`src/rtl/mutative_plru.sv`:
```
// mutative_plru: per-set 7-bit tree pseudo-LRU for the mutative cache.
// It tracks recency from hits and fills. On request it returns a victim way
// from the way group that the associativity setup selects.
module mutative_plru #(
  parameter int unsigned SETS         = 16,
  parameter int unsigned SET_IDX_BITS = $clog2(SETS)
) (
  input  logic                    clk,
  input  logic                    rst,
  input  logic [1:0]              setup,
  input  logic [SET_IDX_BITS-1:0] set_idx,
  input  logic [2:0]              tag_low,
  input  logic                    hit_valid,
  input  logic [2:0]              hit_way,
  input  logic                    fill_valid,
  input  logic [2:0]              fill_way,
  input  logic                    victim_req,
  output logic                    victim_valid,
  output logic [2:0]              victim_way
);

  typedef enum logic [1:0] {
    MODE_DM = 2'd0,
    MODE_2W = 2'd1,
    MODE_4W = 2'd2,
    MODE_8W = 2'd3
  } mode_e;

  logic [6:0] tree_q [SETS];
  mode_e      setup_q;
  mode_e      mode;
  logic       setup_chg;
  logic [6:0] tree_cur;
  logic [6:0] tree_d;
  logic [2:0] touch_way;
  logic [2:0] victim_d;
  logic       victim_valid_d;
  logic [2:0] victim_way_d;

  // Points every node on the path to w away from w. Only the levels that the
  // current mode uses are updated.
  function automatic logic [6:0] touch(input logic [6:0] t, input mode_e m,
                                       input logic [2:0] w);
    logic [6:0] r;
    r = t;
    if (m == MODE_8W)
      r[0] = ~w[2];
    if (m == MODE_8W || m == MODE_4W)
      r[3'd1 + {2'b00, w[2]}] = ~w[1];
    if (m != MODE_DM)
      r[3'd3 + {1'b0, w[2:1]}] = ~w[0];
    return r;
  endfunction

  // Walks the tree from the root of the group selected by tag_low. Bits above
  // the start level come from the tag, and the rest come from the node bits.
  function automatic logic [2:0] walk(input logic [6:0] t, input mode_e m,
                                      input logic [2:0] tag);
    logic [2:0] v;
    v = tag;
    case (m)
      MODE_8W: begin
        v[2] = t[0];
        v[1] = t[3'd1 + {2'b00, v[2]}];
        v[0] = t[3'd3 + {1'b0, v[2:1]}];
      end
      MODE_4W: begin
        v[1] = t[3'd1 + {2'b00, v[2]}];
        v[0] = t[3'd3 + {1'b0, v[2:1]}];
      end
      MODE_2W: v[0] = t[3'd3 + {1'b0, v[2:1]}];
      MODE_DM: v = tag;
    endcase
    return v;
  endfunction

  assign mode      = mode_e'(setup);
  assign setup_chg = (mode != setup_q);
  assign tree_cur  = tree_q[set_idx];

  // Next tree for the addressed set and the victim from the pre-update state.
  // On a setup change, the victim output stays invalid and victim_way keeps
  // its last value.
  always_comb begin
    touch_way      = fill_valid ? fill_way : hit_way;
    tree_d         = touch(tree_cur, mode, touch_way);
    victim_d       = walk(tree_cur, mode, tag_low);
    victim_valid_d = victim_req && !setup_chg;
    victim_way_d   = victim_valid_d ? victim_d : victim_way;
  end

  // Tree storage, setup history and registered victim output.
  always_ff @(posedge clk) begin
    if (rst) begin
      for (int unsigned i = 0; i < SETS; i++) tree_q[i] <= '0;
      setup_q      <= MODE_DM;
      victim_valid <= 1'b0;
      victim_way   <= '0;
    end else begin
      setup_q      <= mode;
      victim_valid <= victim_valid_d;
      victim_way   <= victim_way_d;
      if (setup_chg) begin
        for (int unsigned i = 0; i < SETS; i++) tree_q[i] <= '0;
      end else if (fill_valid || hit_valid) begin
        tree_q[set_idx] <= tree_d;
      end
    end
  end

endmodule

```
`config.mk`:
```
export PLATFORM = sky130hd
export DESIGN_NAME = mutative_plru
export DESIGN_NICKNAME = d
export VERILOG_FILES = /design/src/rtl/mutative_plru.sv
export SDC_FILE = /design/constraint.sdc
export NUM_CORES = 1
export LEC_CHECK = 0
export ABC_AREA = 0
export CORE_UTILIZATION = 34
export DETAILED_ROUTE_END_ITERATION = 8
export PLACE_DENSITY = 0.51
export SYNTH_ARGS = -nofsm -noshare
export SYNTH_HDL_FRONTEND = slang
export SYNTH_SLANG_ARGS = --single-unit
```
`constraint.sdc`:
```
create_clock -name clk -period 3.95 [get_ports clk]
set_input_delay 0.395 -clock clk [delete_from_list [all_inputs] [get_ports clk]]
set_output_delay 0.395 -clock clk [all_outputs]
set_load 0.02 [all_outputs]
```
==> insert_results.sql <==
INSERT INTO impl_metrics (metric_group, metric, value, unit) VALUES
('timing', 'period_share', '81.6', '%'),
('clock_tree', 'cts_inserted_buffers', '17', ''),
('logic_synthesis', 'syn_area_per_cell', '12.8', 'um2'),
('finish', 'area_growth_syn_to_layout', '18.3', '%'),
('clock_tree', 'hold_bufs_inserted_after_cts', '0', ''),
('floorplan', 'starting_utilization_of_the_core_area', '35.2', '%'),
('logic_synthesis', 'ys_types', '50', ''),
('finish', 'num_antenna_cells', '0', ''),
('finish', 'register_area', '0.00348', 'mm2'),
('global_route', 'vias_in_the_first_global_route', '3766', ''),
('timing', 'timing.slew.headroom', '38.7', '%'),
('timing', 'finClkSkew', '0.00767', 'ns'),
('timing', 'max_freq', '310', 'MHz'),
('critical_path', 'critical_path.max_fanout', '15', ''),
('route', 'detail_route.first_pass.iterations', '5', ''),
('finish', 'finalNonFillerCells', '739', ''),
('clock_tree', 'post_cts_buffers', '0', ''),
('logic_synthesis', 'post-synth-top-area-fraction', '57.0', '%'),
('global_route', 'grt_antenna_before_repair', '0', ''),
('global_route', 'grt_max_degree', '22', ''),
('clock_tree', 'max-clock-path-buffers', '2', ''),
('finish', 'final.fill_count', '1592', ''),
('clock_tree', 'cts_root_buf', 'sky130_fd_sc_hd__clkbuf_16', ''),
('floorplan', 'fp-row-count', '47', ''),
('timing', 'finalSetupViolCount', '0', ''),
('floorplan', 'io-pin-count', '24', ''),
('placement', 'gp_congestion', '0.780', ''),
('timing', 'final_hold_viol_count', '0', ''),
('placement', 'postPlaceCellArea', '0.00644', 'mm2'),
('global_route', 'grt_overflow_total', '0', ''),
('clock_tree', 'path_clk_slew', '0.05', 'ns'),
('logic_synthesis', 'synth_flop_cell', 'sky130_fd_sc_hd__edfxtp_1', ''),
('timing', 'timing_worst_slew_pin_value', '0.894', 'ns'),
('min_path', 'worst_hold_class', 'reg -> reg', ''),
('logic_synthesis', 'asyncSetResetFlopFracSynth', '0', '%'),
('placement', 'port_buffers', '23', ''),
('logic_synthesis', 'yosys-top-cells-area', 'sky130_fd_sc_hd__edfxtp_1 (57%), sky130_fd_sc_hd__mux4_1 (8.0%), sky130_fd_sc_hd__nor2_1 (7.6%)', ''),
('logic_synthesis', 'synthesis.yosys.warnings', '0', ''),
('floorplan', 'core_region_area', '0.0168', 'mm2'),
('power', 'p_per_area', '469', 'mW/mm2'),
('critical_path', 'worstPathArrival', '3.56', 'ns'),
('route', 'num_vias', '3824', ''),
('critical_path', 'critical_path.endpoint_type', 'register', ''),
('logic_synthesis', 'muxShareOfSynthArea', '16.1', '%'),
('logic_synthesis', 'share_of_synthesized_cell_area_in_full_adder_half_adder_and_majority_cells', '1.70', '%'),
('finish', 'multi_input_area', '0.00224', 'mm2'),
('logic_synthesis', 'dominant_combinational_cell_family_by_area_after_synthesis', 'multiplexers', ''),
('route', 'met3_wirelength', '685', 'um'),
('route', 'highest_layer', 'met4', ''),
('route', 'dr_wl_met2', '6.92', 'mm'),
('placement', 'hpwlAfterDp', '10.2', 'mm'),
('route', 'drtIter0Drc', '353', ''),
('logic_synthesis', 'sequential_cell_area_fraction_in_the_yosys_report', '59.0', '%'),
('status', 'run_status', 'completed', ''),
('route', 'final_antenna_net_count', '0', ''),
('logic_synthesis', 'share_of_synthesized_cell_area_in_and_or_nand_and_nor_gates', '13.8', '%'),
('floorplan', 'floorplan.die_area', '0.0179', 'mm2'),
('logic_synthesis', 'synthCells', '462', ''),
('logic_synthesis', 'synth_compound_area_share', '5.96', '%'),
('logic_synthesis', 'synth-edff-count', '112', ''),
('critical_path', 'cpMaxStageDelayCell', 'sky130_fd_sc_hd__clkdlybuf4s50_1', ''),
('global_route', 'grt_pass1_wl', '22.6', 'mm'),
('critical_path', 'setup.worst_path.class', 'in -> reg', ''),
('finish', 'nets', '534', ''),
('clock_tree', 'cts-resized-gates', '0', ''),
('route', 'route.layer.met1.wl', '6.82', 'mm'),
('floorplan', 'fp.dieW', '134', 'um'),
('logic_synthesis', 'synth.largest_area_cell', 'sky130_fd_sc_hd__edfxtp_1', ''),
('power', 'power.leakage', '2.73', 'nW'),
('clock_tree', 'cts_tree', 'done', ''),
('run', 'max-cap-violations', '0', '');
## routing by layer
layer / track usage (%) / vias to the layer above
met5: 0 / -
met4: 5.30 / 0
met3: 4.11 / 15
met2: 28.0 / 105
met1: 23.5 / 1897
li1: - / 1807
## layout make-up
| type | instances | share of cell area (%) |
|---|---|---|
| clock inverters | 13 | 1.56 |
| clock buffers | 19 | 6.20 |
| multi-input cells | 313 | 32.1 |
| repair buffers | 47 | 5.81 |
| inverters | 9 | 0.484 |
| flip-flops and latches | 118 | 49.9 |
| well taps | 220 | 3.94 |
## kinds of logic (layout without fill, tap and decap cells)
group / after synthesis / after routing
AND/OR/NAND/NOR: 196 / 196
flip-flops: 118 / 118
multiplexers: 57 / 57
AO/OA/AOI/OAI: 50 / 50
buffers and inverters: 31 / 88
adder cells (fa/ha/maj): 8 / 8
XOR/XNOR: 2 / 2
## worst paths after layout
kind | startpoint | endpoint | slack [ns] | cells past startpoint
hold reg to reg | victim_way[1]$_SDFFE_PP0P_ | victim_way[1]$_SDFFE_PP0P_ | 0.51 | 2
hold / removal | victim_way[1]$_SDFFE_PP0P_ | victim_way[1]$_SDFFE_PP0P_ | 0.51 | 2
setup / recovery | set_idx[3] | victim_way[0]$_SDFFE_PP0P_ | 0.73 | 12
setup reg to reg | tree_q[9][0]$_SDFFCE_PN0P_ | victim_way[0]$_SDFFE_PP0P_ | 1.00 | 11
## cell usage after synthesis (2+ instances only)
library cell               instances
sky130_fd_sc_hd__a211oi_1          3
sky130_fd_sc_hd__a21oi_1           7
sky130_fd_sc_hd__a221oi_1          2
sky130_fd_sc_hd__a22o_1            2
sky130_fd_sc_hd__a22oi_1           4
sky130_fd_sc_hd__a311oi_1          2
sky130_fd_sc_hd__a31oi_1           2
sky130_fd_sc_hd__and2_1            3
sky130_fd_sc_hd__buf_12            3
sky130_fd_sc_hd__buf_2            10
sky130_fd_sc_hd__clkbuf_1          8
sky130_fd_sc_hd__dfxtp_1           6
sky130_fd_sc_hd__edfxtp_1        112
sky130_fd_sc_hd__ha_1              8
sky130_fd_sc_hd__inv_1             9
sky130_fd_sc_hd__mux2_2            2
sky130_fd_sc_hd__mux2i_1          28
sky130_fd_sc_hd__mux2i_2           2
sky130_fd_sc_hd__mux4_1           18
sky130_fd_sc_hd__mux4_2            5
sky130_fd_sc_hd__nand2_1          48
sky130_fd_sc_hd__nand2b_1          4
sky130_fd_sc_hd__nand3_1           4
sky130_fd_sc_hd__nor2_1          120
sky130_fd_sc_hd__nor2b_1           6
sky130_fd_sc_hd__nor3b_1           4
sky130_fd_sc_hd__o211ai_1          3
sky130_fd_sc_hd__o21a_1            2
sky130_fd_sc_hd__o21ai_0          12
sky130_fd_sc_hd__o21ai_2           2
sky130_fd_sc_hd__xor2_1            2
## registers in the layout (all words and copies together) (netlist names)
register      count
setup_q           2
tree_q          112
victim_valid      1
victim_way        3
## worst reg2reg max path, cell delays in order, from the launching register on
cell                       delay, ns
sky130_fd_sc_hd__edfxtp_1       0.40
sky130_fd_sc_hd__mux4_2         0.48
sky130_fd_sc_hd__a22o_1         0.27
sky130_fd_sc_hd__nor2_4         0.14
sky130_fd_sc_hd__mux2i_1        0.36
sky130_fd_sc_hd__inv_1          0.12
sky130_fd_sc_hd__ha_1           0.38
sky130_fd_sc_hd__o21ai_0        0.18
sky130_fd_sc_hd__nand2b_1       0.07
sky130_fd_sc_hd__a311oi_1       0.25
sky130_fd_sc_hd__o21ai_0        0.12
sky130_fd_sc_hd__o211ai_1       0.10
## power by group
part	switching (mW)	internal, mW
Sequential	0.0234	1.44
Clock	0.549	0.858
Combinational	0.247	0.150
## through the flow
stage	util (%)	worst slack (ns)	total power, mW	hold WS (ns)
final	41.6	0.727	3.27	0.506
after global routing	41.6	0.470	3.39	0.542
after CTS	41.6	0.730	3.30	0.508
after detailed placement	38.4	0.292	1.89	0.500
after global placement	38.4	0.419	1.88	0.491
after floorplan	-	0.882	1.73	0.462
(Power assumes the default switching activity.)
